File: src/rtl/arb_pkg.sv
// Shared arbiter definitions: mode encodings and a constant-width helper.
// Imported by rr_pick and rr_arb_mux.
package arb_pkg;

  localparam logic PRIO_RR    = 1'b0;
  localparam logic PRIO_FIXED = 1'b1;

  function automatic int clog2(input int n);
    int r;
    r = 0;
    while ((1 << r) < n) r++;
    return (r < 1) ? 1 : r;
  endfunction

endpackage

File: src/rtl/rr_pick.sv
// Rotating priority picker: first set bit of req at or above start_ptr.
// Uses a double-width rotate followed by a lowest-bit priority encode.
module rr_pick
  import arb_pkg::*;
#(
  parameter int NUM_CH = 8,
  parameter int CH_W   = clog2(NUM_CH)
) (
  input  logic [NUM_CH-1:0] req,
  input  logic [CH_W-1:0]   start_ptr,
  output logic [NUM_CH-1:0] gnt,
  output logic [CH_W-1:0]   gnt_idx,
  output logic              any
);

  logic [2*NUM_CH-1:0] dbl;
  logic [NUM_CH-1:0]   rot;
  logic [CH_W-1:0]     off;
  logic [CH_W:0]       sum;

  assign dbl = {req, req} >> start_ptr;
  assign rot = dbl[NUM_CH-1:0];
  assign any = |req;

  always_comb begin
    off = '0;
    for (int i = NUM_CH - 1; i >= 0; i--) begin
      if (rot[i]) off = CH_W'(i);
    end
  end

  // Undo the rotation, wrapping modulo NUM_CH.
  always_comb begin
    sum = {1'b0, start_ptr} + {1'b0, off};
    if (sum >= (CH_W+1)'(NUM_CH)) begin
      sum = sum - (CH_W+1)'(NUM_CH);
    end
    gnt_idx = sum[CH_W-1:0];
  end

  always_comb begin
    gnt = '0;
    for (int i = 0; i < NUM_CH; i++) begin
      gnt[i] = any && (gnt_idx == CH_W'(i));
    end
  end

endmodule

File: src/rtl/rr_arb_mux.sv
// N-channel registered mux with round-robin / fixed-priority arbitration.
// One-entry output stage, valid/ready on both sides, 1 word per clk.
module rr_arb_mux
  import arb_pkg::*;
#(
  parameter int NUM_CH = 8,
  parameter int DATA_W = 4,
  parameter int CH_W   = clog2(NUM_CH)
) (
  input  logic                     clk,
  input  logic                     rst_n,
  input  logic                     prio_mode,
  input  logic [NUM_CH-1:0]        ch_en,
  input  logic [NUM_CH-1:0]        in_valid,
  input  logic [NUM_CH*DATA_W-1:0] in_data,
  output logic [NUM_CH-1:0]        in_ready,
  output logic                     out_valid,
  output logic [DATA_W-1:0]        out_data,
  output logic [CH_W-1:0]          out_ch,
  input  logic                     out_ready
);

  logic [NUM_CH-1:0] req;
  logic [NUM_CH-1:0] gnt;
  logic [CH_W-1:0]   gnt_idx;
  logic [CH_W-1:0]   start;
  logic [CH_W-1:0]   rr_ptr;
  logic [DATA_W-1:0] sel;
  logic              any;
  logic              can_load;
  logic              grant;

  assign req      = in_valid & ch_en;
  assign can_load = !out_valid || out_ready;
  assign start    = (prio_mode == PRIO_FIXED) ? '0 : rr_ptr;
  assign grant    = can_load && any;
  assign in_ready = (grant && rst_n) ? gnt : '0;

  rr_pick #(
    .NUM_CH (NUM_CH),
    .CH_W   (CH_W)
  ) u_pick (
    .req       (req),
    .start_ptr (start),
    .gnt       (gnt),
    .gnt_idx   (gnt_idx),
    .any       (any)
  );

  always_comb begin
    sel = '0;
    for (int i = 0; i < NUM_CH; i++) begin
      if (gnt[i]) sel = in_data[i*DATA_W +: DATA_W];
    end
  end

  always_ff @(posedge clk or negedge rst_n) begin
    if (!rst_n) begin
      out_valid <= 1'b0;
      out_data  <= '0;
      out_ch    <= '0;
    end else if (grant) begin
      out_valid <= 1'b1;
      out_data  <= sel;
      out_ch    <= gnt_idx;
    end else if (out_ready) begin
      out_valid <= 1'b0;
    end
  end

  // Fixed mode leaves the round-robin position untouched.
  always_ff @(posedge clk or negedge rst_n) begin
    if (!rst_n) begin
      rr_ptr <= '0;
    end else if (grant && prio_mode == PRIO_RR) begin
      if (gnt_idx == CH_W'(NUM_CH - 1)) rr_ptr <= '0;
      else                              rr_ptr <= gnt_idx + CH_W'(1);
    end
  end

endmodule

File: config.mk
export PLATFORM = sky130hd
export DESIGN_NAME = rr_arb_mux
export DESIGN_NICKNAME = d
export VERILOG_FILES = /design/src/rtl/arb_pkg.sv /design/src/rtl/rr_pick.sv /design/src/rtl/rr_arb_mux.sv
export SDC_FILE = /design/constraint.sdc
export NUM_CORES = 1
export LEC_CHECK = 0
export ABC_CLOCK_PERIOD_IN_PS = 6500
export CAP_MARGIN = 30
export CORE_MARGIN = 4
export CORE_UTILIZATION = 44
export DETAILED_ROUTE_END_ITERATION = 8
export GPL_TIMING_DRIVEN = 0
export PLACE_DENSITY = 0.78
export SKIP_CTS_REPAIR_TIMING = 1
export SYNTH_ARGS = -nofsm -noshare
export SYNTH_HDL_FRONTEND = slang
export SYNTH_HIERARCHICAL = 1
export SYNTH_SLANG_ARGS = --single-unit
File: constraint.sdc
create_clock -name clk -period 6.5 [get_ports clk]
set_input_delay 1.3 -clock clk [delete_from_list [all_inputs] [get_ports clk]]
set_output_delay 1.3 -clock clk [all_outputs]
set_load 0.02 [all_outputs]
=== Word-level counts from Yosys, hierarchy flattened ===
Index checks and enable logic that the tools add are counted.

* $add $sub $neg: 3
* $lt $le $gt $ge: 1
* Equality and inequality tests: 7
* Shifts and indexed selects: 1
* Multiplexer cells: 22
* Bitwise logic cells: 2
* Reductions and logical operators: 16

{| class="wikitable"
|+ Operators with widths
! cell !! count
|-
| two-way mux 3 bit || 11
|-
| two-way mux 4 bit || 8
|-
| right shift 16 x 3 -> 8 bit || 1
|-
| equality test 3 bit (second input constant) || 4
|-
| logical AND 1 bit || 11
|-
| bitwise AND 8 bit || 1
|-
| two-way mux 8 bit || 1
|-
| OR reduction 8 bit || 1
|-
| equality test 3 x 2 -> 1 bit (second input constant) || 2
|-
| adder 3 x 3 -> 4 bit || 1
|-
| >= comparator 4 bit (second input constant) || 1
|-
| adder 3 x 1 -> 3 bit (second input constant) || 1
|-
| equality test 3 x 1 -> 1 bit (second input constant) || 1
|-
| zero test 3 bit || 1
|-
| subtractor 3 x 1 -> 3 bit (second input constant) || 1
|-
| two-way mux 1 bit || 2
|-
| nonzero test 2 bit || 1
|-
| zero test 1 bit || 1
|-
| logical OR 1 bit || 1
|-
| NOT 1 bit || 1
|}

* Bits in registers: 11
* Bits of input ports: 52

=== Logic depth before layout (Yosys ltp) ===
Gate-level depths: netlist (run 1).

* Depth after elaboration: 23
* Mapped depth: 19

=== Cells and area by module ===
The synthesis (run 1) kept the hierarchy.

{| class="wikitable"
|+ By module, submodules not included
! module !! times used !! cells each !! area each (µm²) !! seq. area each (µm²)
|-
| rr_arb_mux || 1 || 99 || 852.1 || 275.3
|-
| rr_pick || 1 || 81 || 819.5 || 0.0
|}

=== Worst setup path before layout (run 1) ===
No wires, ideal clock.

* Path type: input -> output
* From: in prio_mode
* To: out in_ready[3]
* Data arrival time: 4.697 ns
* Required time: 5.200 ns
* Slack: 0.503 ns
* Stages on the path: 16
* Path buffers: 2
* Cell sequence: nor2b_1 buf_6 buf_2 mux2i_1 nor3_1 mux4_2 a211o_1 o21ai_0 nand2_1 ha_1 inv_1 fa_1 xor2_1 xnor2_2 nor4bb_1 and3_1

* Cells in the longest elaborated chain, start to end: 16
* Elaborated cells on any way between the ends: 17

{| class="wikitable"
|+ Ends and longest elaborated chain
! element !! line !! text
|-
| start, declared || rr_arb_mux.sv:12 || <nowiki>input logic prio_mode,</nowiki>
|-
| two-way mux 3 bit * || rr_arb_mux.sv:35 || <nowiki>assign start = (prio_mode == PRIO_FIXED) ? '0 : rr_ptr;</nowiki>
|-
| right shift 16 x 3 -> 8 bit || rr_pick.sv:21 || <nowiki>assign dbl = {req, req} >> start_ptr;</nowiki>
|-
| two-way mux 3 bit (8 in a row) || rr_pick.sv:28 || <nowiki>if (rot[i]) off = CH_W'(i);</nowiki>
|-
| adder 3 x 3 -> 4 bit * || rr_pick.sv:34 || <nowiki>sum = {1'b0, start_ptr} + {1'b0, off};</nowiki>
|-
| >= comparator 4 bit or subtractor 3 x 1 -> 3 bit (tied branches) || rr_pick.sv:35, rr_pick.sv:36 ||
|-
| two-way mux 3 bit * || rr_pick.sv:35 || <nowiki>if (sum >= (CH_W+1)'(NUM_CH)) begin</nowiki>
|-
| net gnt_idx[2] || rr_arb_mux.sv:25 || <nowiki>logic [CH_W-1:0] gnt_idx;</nowiki>
|-
| equality test 3 x 2 -> 1 bit * || rr_pick.sv:44 || <nowiki>gnt[i] = any && (gnt_idx == CH_W'(i));</nowiki>
|-
| logical AND 1 bit * || rr_pick.sv:44 ||
|-
| net gnt[3] || rr_arb_mux.sv:24 || <nowiki>logic [NUM_CH-1:0] gnt;</nowiki>
|-
| two-way mux 8 bit * || rr_arb_mux.sv:37 || <nowiki>assign in_ready = (grant && rst_n) ? gnt : '0;</nowiki>
|-
| end, declared || rr_arb_mux.sv:16 || <nowiki>output logic [NUM_CH-1:0] in_ready,</nowiki>
|}

Mark *: on every way through the listed nets, which the timed path passes. The rest lies on a longest branch.

=== Worst setup path in the final report (run 1) ===
* From: in in_valid[2]
* To: out in_ready[4]

* Cells in the longest elaborated chain, start to end: 16
* Elaborated cells on any way between the ends: 20

{| class="wikitable"
|+ Ends and longest elaborated chain
! element !! line !! text
|-
| start, declared || rr_arb_mux.sv:14 || <nowiki>input logic [NUM_CH-1:0] in_valid,</nowiki>
|-
| bitwise AND 8 bit * || rr_arb_mux.sv:33 || <nowiki>assign req = in_valid & ch_en;</nowiki>
|-
| net req[2] || rr_arb_mux.sv:23 || <nowiki>logic [NUM_CH-1:0] req;</nowiki>
|-
| right shift 16 x 3 -> 8 bit * || rr_pick.sv:21 ||
|-
| two-way mux 3 bit (7 in a row) || rr_pick.sv:28 ||
|-
| two-way mux 3 bit * || rr_pick.sv:28 ||
|-
| adder 3 x 3 -> 4 bit * || rr_pick.sv:34 ||
|-
| >= comparator 4 bit or subtractor 3 x 1 -> 3 bit (tied branches) || rr_pick.sv:35, rr_pick.sv:36 ||
|-
| two-way mux 3 bit * || rr_pick.sv:35 ||
|-
| net gnt_idx[2] || rr_arb_mux.sv:25 ||
|-
| equality test 3 bit * || rr_pick.sv:44 ||
|-
| logical AND 1 bit * || rr_pick.sv:44 ||
|-
| net gnt[4] || rr_arb_mux.sv:24 ||
|-
| two-way mux 8 bit * || rr_arb_mux.sv:37 ||
|}

Marks and branches as above.

==> results of run 1 <==
per-stage QoR:
| step | setup TNS (ns) | instances |
|---|---|---|
| after floorplan | 0 | 180 |
| after global placement | -5.35 | 295 |
| after detailed placement | -5.86 | 295 |
| after CTS | -6.01 | 299 |
| after global routing | 0 | 305 |
| final | 0 | 305 |
sequential cells by signal (all words and copies together) (netlist names):
name       cells
out_ch         3
out_data       4
out_valid      1
rr_ptr         3
power groups by stage:
| stage | registers [mW] | logic, mW | clock network [mW] |
|---|---|---|---|
| detailed placement | 0.119 | 0.748 | 0 |
| global placement | 0.117 | 0.739 | 0 |
| global route | 0.121 | 0.984 | 0.0744 |
| finish | 0.117 | 0.902 | 0.0695 |
| CTS | 0.117 | 0.751 | 0.0707 |
| floorplan | 0.142 | 0.513 | 0 |
final cells by class:
cell class	instances	area, µm²
Tap cell	48	60.1
Timing Repair Buffer	73	693
Inverter	8	30.0
Multi-Input combinational cell	154	1390
Sequential cell	11	275
Clock inverter	1	5.00
Clock buffer	3	41.3
Buffer	7	65.1
Fill cell	306	1100
worst max-delay path, cell delays in order:
cell	delay, ns
clkdlybuf4s50_1	0.44
and2_1	0.27
nor2_1	0.12
mux4_1	0.51
a21oi_1	0.25
a21oi_1	0.06
or2_2	0.30
fa_1	0.44
xor2_2	0.22
xnor2_4	0.33
nor3b_4	0.28
and3_1	0.17
dlymetal6s2s_1	0.23
worst max-delay path by stage:
stage | from | end | slack [ns]
after floorplan | prio_mode | in_ready[3] | 0.50
after global placement | prio_mode | in_ready[3] | -1.01
after detailed placement | prio_mode | in_ready[3] | -1.10
after CTS | prio_mode | in_ready[3] | -1.13
after global routing | ch_en[2] | in_ready[3] | 0.09
final | in_valid[2] | in_ready[4] | 0.26
cells by family (layout without fill, tap and decap cells):
logic type | count (synthesis) | count (layout) | synth area share
mux | 25 | 25 | 0.261
xor+xnor | 2 | 2 | 0.0150
flops | 11 | 11 | 0.165
buf+inv | 15 | 92 | 0.0554
compound gates | 43 | 43 | 0.195
fa+ha+maj | 4 | 4 | 0.0344
simple gates | 80 | 80 | 0.274
placed cells by master, fill, tap and decap left out, types with 2 or more instances in the layout:
cell type	n
clkdlybuf4s50_1	58
o22ai_1	7
a21oi_1	5
and2_1	11
nor3_1	7
mux4_2	4
mux2i_1	7
clkbuf_8	4
nand2_1	15
o2bb2ai_1	3
o21a_1	2
mux2_2	5
nand2b_1	3
nor3b_4	2
and4_4	2
ha_1	3
inv_1	8
o21ai_0	5
dfrtp_1	11
a221oi_1	9
dlymetal6s2s_1	3
nor2_1	14
mux4_1	8
nor2b_2	2
and3_1	7
clkbuf_2	6
o31ai_1	3
nor2b_1	6
buf_2	2
buf_4	6
buf_6	3
layer usage:
metal / global-route usage / share of wire
met1: 0.270 / 0.45
met2: 0.325 / 0.48
met3: 0.0362 / 0.052
met4: 0.0638 / 0.018
met5: 0 / 0
==> results_dict.tcl, run 1 <==
set metrics [dict create \
    timing.rr.start "rr_ptr[1]" \
    hold_path.class "reg2reg" \
    drt_iter0_drc 130 \
    whs_path_depth 2 \
    clk_pin_slew_worst_paths_ns 0.05 \
    power_mw 1.09 \
    async_flop_share 1.00 \
    synth_edf_count 0 \
    synth_most_common_cell "nand2_1" \
    tightestPinTransition_ns 0.749 \
    ff2ff_path_depth 21 \
    reg2reg_to "out_data[2]" \
    grt_usage 0.201 \
    clock_latency_ns 0.24 \
    grt_pass1_wl_um 8200 \
    p_leak_nw 1.08 \
    setup_violations 0 \
    swShare 0.463 \
    relSlewSlack 0.499 \
    finalClockSkew_ns 0.00137 \
    cts_buffer_depth 2 \
    port_buffers 67 \
    rsz0062_at_grt "no" \
    holdPathEnd "out_ch[1]" \
    slew_viol_final 0 \
    clock.fmax_mhz 160 \
    fp.dieW_um 69.6 \
    synth-seq-cells 11 \
    synth_top_area_frac 0.165 \
    cts_buffers 3 \
    dp_slack_ns -1.10 \
    critPathKind "in2out" \
    nets 314 \
    place.gp.congestion 0.783 \
    fin_ws_ns 0.262 \
    cts.sinks 11 \
    fin_crit_sh 0.960 \
    drtAntennaViolNets 0 \
    power.density_nw_per_um2 425 \
    core_area_um2 3660 \
    start_util 0.457 \
    internal-power_mw 0.584 \
    first_global_vias 1683 \
    vias_per_cell 5.90 \
    switchingPower_mw 0.504 \
    core.rowCount 22 \
    grt-ovfl-total 0 \
    drive_gt1_frac 0.202 \
    tritoncts "built" \
    p_seq_frac 0.107 \
    synthCells 180 \
    synth_area_um2 1670 \
    ys_seq_area_frac 0.165 \
    pin_count 68 \
    hold_ws_ns 0.472 \
    placed_cell_area_um2 2400 \
    drc_errors 0 \
    diodes 0 \
    utilization 0.700 \
    synth_ff_type "dfrtp_1" \
    hold_start "out_ch[1]" \
    finalWorstPathRequiredPeriod_ns 6.24 \
    antenna_found_initial 0 \
    yosys_warnings 6 \
    cts-root-buf "clkbuf_8" \
    fin_area_um2 2560 \
    crit_fanout 8 \
    start_kind "input pin" \
    cts_max_level 1 \
    netlist_top_cells_count "nand2_1 (15), nor2_1 (14), and2_1 (11), dfrtp_1 (11), a221oi_1 (9)" \
    final_hold_viol_count 0 \
    avgSynthCellArea_um2 9.29 \
    comb_power_share 0.829 \
    netlist_top_cells_area "dfrtp_1 (16%), mux4_1 (13%), mux4_2 (5.4%)" \
    dpl.hpwl_um 3890 \
    irDropWorstVdd_mv 0.195 \
    clkPwrFrac 0.064 \
    syn-num-nets 236 \
    maxCapViolCount 0 \
    status "finished, final reports clean" \
    first_pass_iters 4 \
    worstPathArrival_ns 4.94 \
    wl_per_cell_um 16.6 \
    die_y_um 69.6 \
    grt_start_max_net_pins 20 \
    reg2reg_slack_ns 2.12 \
    ys_types 49 \
    vias 1799 \
    syn_to_final_growth_pct 53.3 \
    cp-end-kind "primary output" \
    die_area_um2 4850 \
    yosysTopAreaCell "dfrtp_1" \
    required_ns 5.20 \
    drt-total-wl_um 5070 \
]
(Power assumes the default switching activity.)
==> run 2: changes to the inputs <==
Settings changed: CORE_UTILIZATION 44 to 42, CTS_CLUSTER_SIZE from default to 10, PLACE_DENSITY 0.78 to 0.77, SYNTH_HIERARCHICAL 1 to default.
==> run 2 against run 1 <==
  * Maximum frequency decreased by 2.8%
  * Critical path type unchanged
  * Setup slack got worse by 0.18 ns
  * Register-to-register slack got worse by 0.21 ns
==> results_dict.tcl, run 2 <==
set metrics [dict create \
    syn-num-nets 246 \
    internal-power_mw 0.564 \
    final_hold_viol_count 0 \
    vias 1724 \
    synth_top_family_by_area "simple AND/OR/NAND/NOR gates" \
    hold_ws_ns 0.500 \
    drc_errors 0 \
    drive_gt1_frac 0.215 \
    maxCapViolCount 0 \
    setup_violations 0 \
    critPathKind "in2out" \
    register_area_um2 275 \
    fp.dieW_um 67.8 \
    largest_register_ffs 4 \
    vias_per_cell 5.62 \
    synthCells 186 \
    power_mw 1.11 \
    rsz0062_at_grt "yes" \
    core_area_um2 3390 \
    fin_crit_sh 0.988 \
    cts.sinks 11 \
    synth_most_common_cell "nand2_1" \
    start_util 0.443 \
    grt_usage 0.210 \
    status "finished, final reports clean" \
    multi_input_comb_area_um2 1190 \
    layout_commonest_cell "clkdlybuf4s50_1" \
    cts_buffer_depth 2 \
    clock.fmax_mhz 156 \
    stdcell_count 307 \
    antenna_found_initial 0 \
    cts_buffers 3 \
    fillers 289 \
    worstPathArrival_ns 5.12 \
    finalClockSkew_ns 0.00467 \
    tns_ns 0 \
    irDropWorstVdd_mv 0.349 \
    synth_area_um2 1500 \
    wl_per_cell_um 15.7 \
    yosys_warnings 0 \
    dpl.hpwl_um 3630 \
    synth_compound_area_frac 0.228 \
    drt-total-wl_um 4820 \
    swShare 0.492 \
    clk_pin_slew_worst_paths_ns 0.07 \
    synthAdderAreaFrac 0.0717 \
    clkPwrFrac 0.043 \
    largest-register "out_data" \
    yosysTopAreaCell "dfrtp_1" \
    first_global_vias 1550 \
    place.gp.congestion 0.862 \
    async_flop_share 1.00 \
    ys_types 49 \
    die_y_um 67.8 \
    nets 322 \
    synth.mux.area_fraction 0.196 \
    synth-seq-cells 11 \
    power.density_nw_per_um2 469 \
    grt_pass1_wl_um 7400 \
    slew_viol_final 0 \
    tightestPinTransition_ns 0.666 \
    reg_top3 "out_data (4), out_ch (3), rr_ptr (3)" \
    relSlewSlack 0.554 \
    synth_top_area_frac 0.183 \
    synthSimpleGateAreaFrac 0.249 \
    pin_count 68 \
    synth_edf_count 0 \
    switchingPower_mw 0.547 \
    netlist_top_cells_count "nand2_1 (22), nor2_1 (21), a21oi_1 (19)" \
    grt-ovfl-total 0 \
    synthXorXnorAreaFrac 0.00584 \
    tritoncts "built" \
    cts_max_level 1 \
    finalWorstPathRequiredPeriod_ns 6.42 \
    diodes 0 \
    place_inst 299 \
    drtAntennaViolNets 0 \
    netlist_top_cells_area "dfrtp_1 (18%), mux4_2 (12%), a21oi_1 (6.3%)" \
    p_seq_frac 0.103 \
    comb_power_share 0.854 \
    hold_path.class "reg2reg" \
    avgSynthCellArea_um2 8.07 \
    start_kind "input pin" \
    most-common-layout-cells "clkdlybuf4s50_1 (58), nor2_1 (21), a21oi_1 (19)" \
    cp-end-kind "primary output" \
    ys_seq_area_frac 0.183 \
    cts-root-buf "clkbuf_4" \
    synth_ff_type "dfrtp_1" \
    utilization 0.699 \
    port_buffers 67 \
    clock_latency_ns 0.27 \
    drt_iter0_drc 171 \
    grt_start_max_net_pins 17 \
    crit_fanout 10 \
    required_ns 5.20 \
    core.rowCount 21 \
    syn_to_final_growth_pct 57.9 \
    first_pass_iters 6 \
    die_area_um2 4590 \
    p_leak_nw 1.00 \
]
run 2: cell types whose count changed in the layout (fill, tap and decap cells not counted), sizes merged, moves of 4 or more:
| cell | change |
|---|---|
| a221oi | -8 |
| nor3 | -4 |
| and3 | -5 |
| a22oi | +4 |
| nand2 | +7 |
| o21ai | +5 |
| ha | +4 |
| o22ai | -6 |
| mux4 | -4 |
| and2 | -12 |
| a21oi | +15 |
| nor2 | +7 |
run 2: critical path, cell delays in order:
cell             delay (ns)
clkdlybuf4s50_1        0.47
nand2_2                0.09
mux4_2                 0.52
mux2i_2                0.20
a21oi_1                0.11
o21bai_1               0.15
a21oi_1                0.09
nor2_1                 0.16
ha_2                   0.18
inv_1                  0.04
fa_2                   0.36
xnor2_2                0.25
and3_4                 0.27
or2_1                  0.12
buf_6                  0.15
inv_4                  0.06
ha_4                   0.18
buf_8                  0.14
and3_1                 0.14
buf_4                  0.15
run 2: cell families after synthesis:
family,Yosys count
AOI/OAI and AO/OA,51
buffers and inverters,21
DFF,11
xor gates and xnor gates,1
muxes,19
and+or+nand+nor,75
adders and majority gates,8
run 2: worst paths after layout:
path                             startpoint           to  slack (ns)  cells past startpoint
worst max-delay path            in_valid[2]  in_ready[7]        0.08                     20
worst min-delay path              out_ch[1]    out_ch[1]        0.50                      2
worst max register to register    rr_ptr[1]  out_data[0]        1.91                     20
worst min register to register    out_ch[1]    out_ch[1]        0.50                      2
max in group asynchronous             rst_n    rr_ptr[2]        4.64                      1
min in group asynchronous             rst_n    out_valid        1.43                      1
run 2: metrics by stage:
| step | cell area (µm²) | worst slack (ns) |
|---|---|---|
| 2_1_floorplan | 1500 | 0.363 |
| 3_5_place_dp | 2230 | -1.30 |
| 4_1_cts | 2250 | -1.34 |
| 5_1_grt | 2370 | -0.106 |
| 6_report | 2370 | 0.0806 |
| 3_3_place_gp | 2230 | -1.30 |
run 2: metal layers:
metal | GRT usage | vias to the layer above | share of wire
met5 | 0 | - | 0
met4 | 0.0658 | 0 | 0.014
met3 | 0.0133 | 8 | 0.071
met2 | 0.317 | 73 | 0.45
met1 | 0.316 | 803 | 0.47
li1 | - | 840 | -
run 2: final cells by class:
type / instances / area share
Multi-Input combinational cell: 154 / 0.502
Buffer: 10 / 0.0343
Tap cell: 46 / 0.0243
Inverter: 10 / 0.0174
Timing Repair Buffer: 72 / 0.295
Sequential cell: 11 / 0.116
Clock buffer: 4 / 0.0111
run 2: power groups by stage:
stage               combinational (mW)  sequential, mW  clock [mW]
detailed placement               0.848           0.115           0
floorplan                        0.598           0.136           0
finish                           0.949           0.115      0.0473
global placement                 0.843           0.115           0
CTS                              0.855           0.114      0.0479
global route                      1.05           0.119      0.0514
==> run 3: changes to the inputs <==
Settings changed: ABC_AREA from default to 1, CORE_UTILIZATION 42 to 43, PLACE_DENSITY 0.77 to 0.78.
==> run 3 against run 2 <==
  * First-iteration DRC count down 25%
  * Flip-flop and latch count unchanged
  * Wire length down 8.6%
  * Critical path depth increased by 3
  * Non-clock buffer count fell by 13
  * Sequential share of layout area grew 0.30 points
  * Global-route usage decreased by 0.55 points
  * Sequential power hardly changed
  * Clock power down 8.7%
  * Utilization is 1.7 points lower
  * Combinational power down 6.0%
  * Register-to-register slack improved by 0.47 ns
==> results_dict.tcl, run 3 <==
set metrics [dict create \
    core.rowCount 21 \
    fin_crit_sh 0.942 \
    dp_slack_ns -0.175 \
    drc_errors 0 \
    power_mw 1.05 \
    path_common_cell "nand2_1" \
    netlist_top_cells_count "nand2_1 (113), nand3_1 (36), inv_1 (35)" \
    grt_start_max_net_pins 13 \
    fin_ws_ns 0.378 \
    yosys_warnings 0 \
    worstPathArrival_ns 4.82 \
    most-common-layout-cells "nand2_1 (113), clkdlybuf4s50_1 (60), nand3_1 (36)" \
    hold_path.class "reg2reg" \
    fp.dieW_um 67.7 \
    drt_iter0_drc 129 \
    die_area_um2 4580 \
    placed_cell_area_um2 2260 \
    slowest_delay_ns 0.67 \
    largest-register "out_data" \
    start_kind "input pin" \
    irDropWorstVdd_mv 0.256 \
    avgSynthCellArea_um2 5.52 \
    port_buffers 67 \
    synth_ff_type "dfrtp_1" \
    slowest_stage "clkdlybuf4s50_1" \
    timing.rr.start "rr_ptr[0]" \
    core_area_um2 3390 \
    ys_seq_area_frac 0.180 \
    netlist_top_cells_area "nand2_1 (28%), dfrtp_1 (18%), nand3_1 (12%)" \
    dpl.hpwl_um 3780 \
    cts_buffer_depth 2 \
    largest_register_ffs 4 \
    final_hold_viol_count 0 \
    first_global_vias 1700 \
    tritoncts "built" \
    slew_viol_final 0 \
    synth_edf_count 0 \
    holdPathEnd "out_data[2]" \
    finalWorstPathRequiredPeriod_ns 6.12 \
    grt_usage 0.205 \
    required_ns 5.20 \
    syn-num-nets 337 \
    path_cells "clkdlybuf4s50_1, nand2_1, inv_1, nand2_1, nand2_1, nand2_1, nand2_1, nand2_1, nand2_1, a31oi_1, o21ai_0, nand2_1, a21boi_0, ha_1, inv_1, fa_1, inv_1, xor2_1, nand2_2, nand2_4, inv_2, nor4_1, clkdlybuf4s50_1" \
    synth_top_area_frac 0.277 \
    clock_latency_ns 0.26 \
    vias 1904 \
    antenna_found_initial 0 \
    rsz0062_at_grt "no" \
    tns_ns 0 \
    die_y_um 67.7 \
    synth_area_um2 1530 \
    maxCapViolCount 0 \
    wl_per_cell_um 11.2 \
    syn_to_final_growth_pct 50.9 \
    first_pass_iters 6 \
    crit_fanout 10 \
    place.gp.congestion 0.903 \
    tightestPinTransition_ns 0.480 \
    grt_pass1_wl_um 7380 \
    synth_most_common_cell "nand2_1" \
    clock.fmax_mhz 163 \
    reg_top3 "out_data (4), out_ch (3), rr_ptr (3)" \
    fin_area_um2 2310 \
    ff2ff_path_depth 32 \
    layout_commonest_cell "nand2_1" \
    finalClockSkew_ns 0.000113 \
    grt-ovfl-total 0 \
    ys_types 26 \
    relSlewSlack 0.679 \
    synthCells 277 \
    hold_start "out_data[2]" \
    power.density_nw_per_um2 455 \
    drt-total-wl_um 4410 \
    reg2reg_slack_ns 2.38 \
    yosysTopAreaCell "nand2_1" \
    cts_max_level 1 \
    diodes 0 \
    reg2reg_to "out_data[3]" \
    cts-root-buf "clkbuf_4" \
    status "finished, final reports clean" \
    cp-end-kind "primary output" \
    start_util 0.451 \
    cts_buffers 3 \
    pin_count 68 \
    hold_ws_ns 0.477 \
    drive_gt1_frac 0.0603 \
    async_flop_share 1.00 \
    cts.sinks 11 \
    whs_path_depth 2 \
    p_leak_nw 1.33 \
    critPathKind "in2out" \
    fillers 305 \
    drtAntennaViolNets 0 \
    nets 409 \
    clk_pin_slew_worst_paths_ns 0.06 \
    vias_per_cell 4.83 \
    synth-seq-cells 11 \
    setup_violations 0 \
]
[run 3: changes by cell type after synthesis, sizes merged, moves of 4 or more]
cell,before,now
nor2,21,25
a22oi,4,0
nand3,3,36
a21oi,20,13
inv,9,39
mux4,8,0
nand2,22,119
mux2i,8,0
nor2b,7,0
clkbuf,8,1
[run 3: worst max-delay path: cells and delay by family]
family,cells,cell delay (ns)
buffers and inverters,6,1.38
AND/OR/NAND/NOR,11,0.99
adder cells (fa/ha/maj),2,0.53
AO/OA/AOI/OAI,3,0.42
XOR/XNOR,1,0.20
[run 3: layer usage]
| layer | track usage | wire [µm] |
|---|---|---|
| met2 | 0.354 | 2210 |
| met5 | 0 | 0 |
| met1 | 0.269 | 2000 |
| met4 | 0.0684 | 9 |
| met3 | 0.00998 | 185 |
[run 3: area by class of cell]
| cell class | instances | area [µm²] | area share |
|---|---|---|---|
| multi-input combinational | 225 | 1100 | 0.475 |
| timing repair buffer | 67 | 688 | 0.298 |
| sequential | 11 | 275 | 0.119 |
| inverter | 39 | 146 | 0.0634 |
| tap | 46 | 57.6 | 0.0249 |
| clock buffer | 4 | 26.3 | 0.0114 |
| buffer | 2 | 18.8 | 0.00813 |
[run 3: worst max-delay path by stage]
stage	from	end	cells after the start
after floorplan	prio_mode	in_ready[7]	23
after global placement	prio_mode	in_ready[7]	24
after detailed placement	prio_mode	in_ready[7]	24
after CTS	prio_mode	in_ready[7]	24
after global routing	in_valid[0]	in_ready[1]	20
final	in_valid[0]	in_ready[0]	23
[run 3: stage by stage]
stage / cells / util
2_1_floorplan: 277 / -
3_3_place_gp: 390 / 0.666
4_1_cts: 394 / 0.674
6_report: 394 / 0.681
3_5_place_dp: 390 / 0.666
5_1_grt: 394 / 0.681
[run 3: cell families after synthesis]
| logic type | Yosys count | synth area share |
|---|---|---|
| AND/OR/NAND/NOR | 190 | 0.538 |
| buffers and inverters | 41 | 0.108 |
| AO/OA/AOI/OAI | 26 | 0.0981 |
| flip-flops | 11 | 0.180 |
| adder cells (fa/ha/maj) | 8 | 0.0703 |
| XOR/XNOR | 1 | 0.00572 |
[run 3: power breakdown]
part	leakage, nW	switching, mW	internal (mW)
sequential	0.132	0.0160	0.100
clock	0.0150	0.0195	0.0237
combinational	1.18	0.554	0.337
total	1.33	0.590	0.461
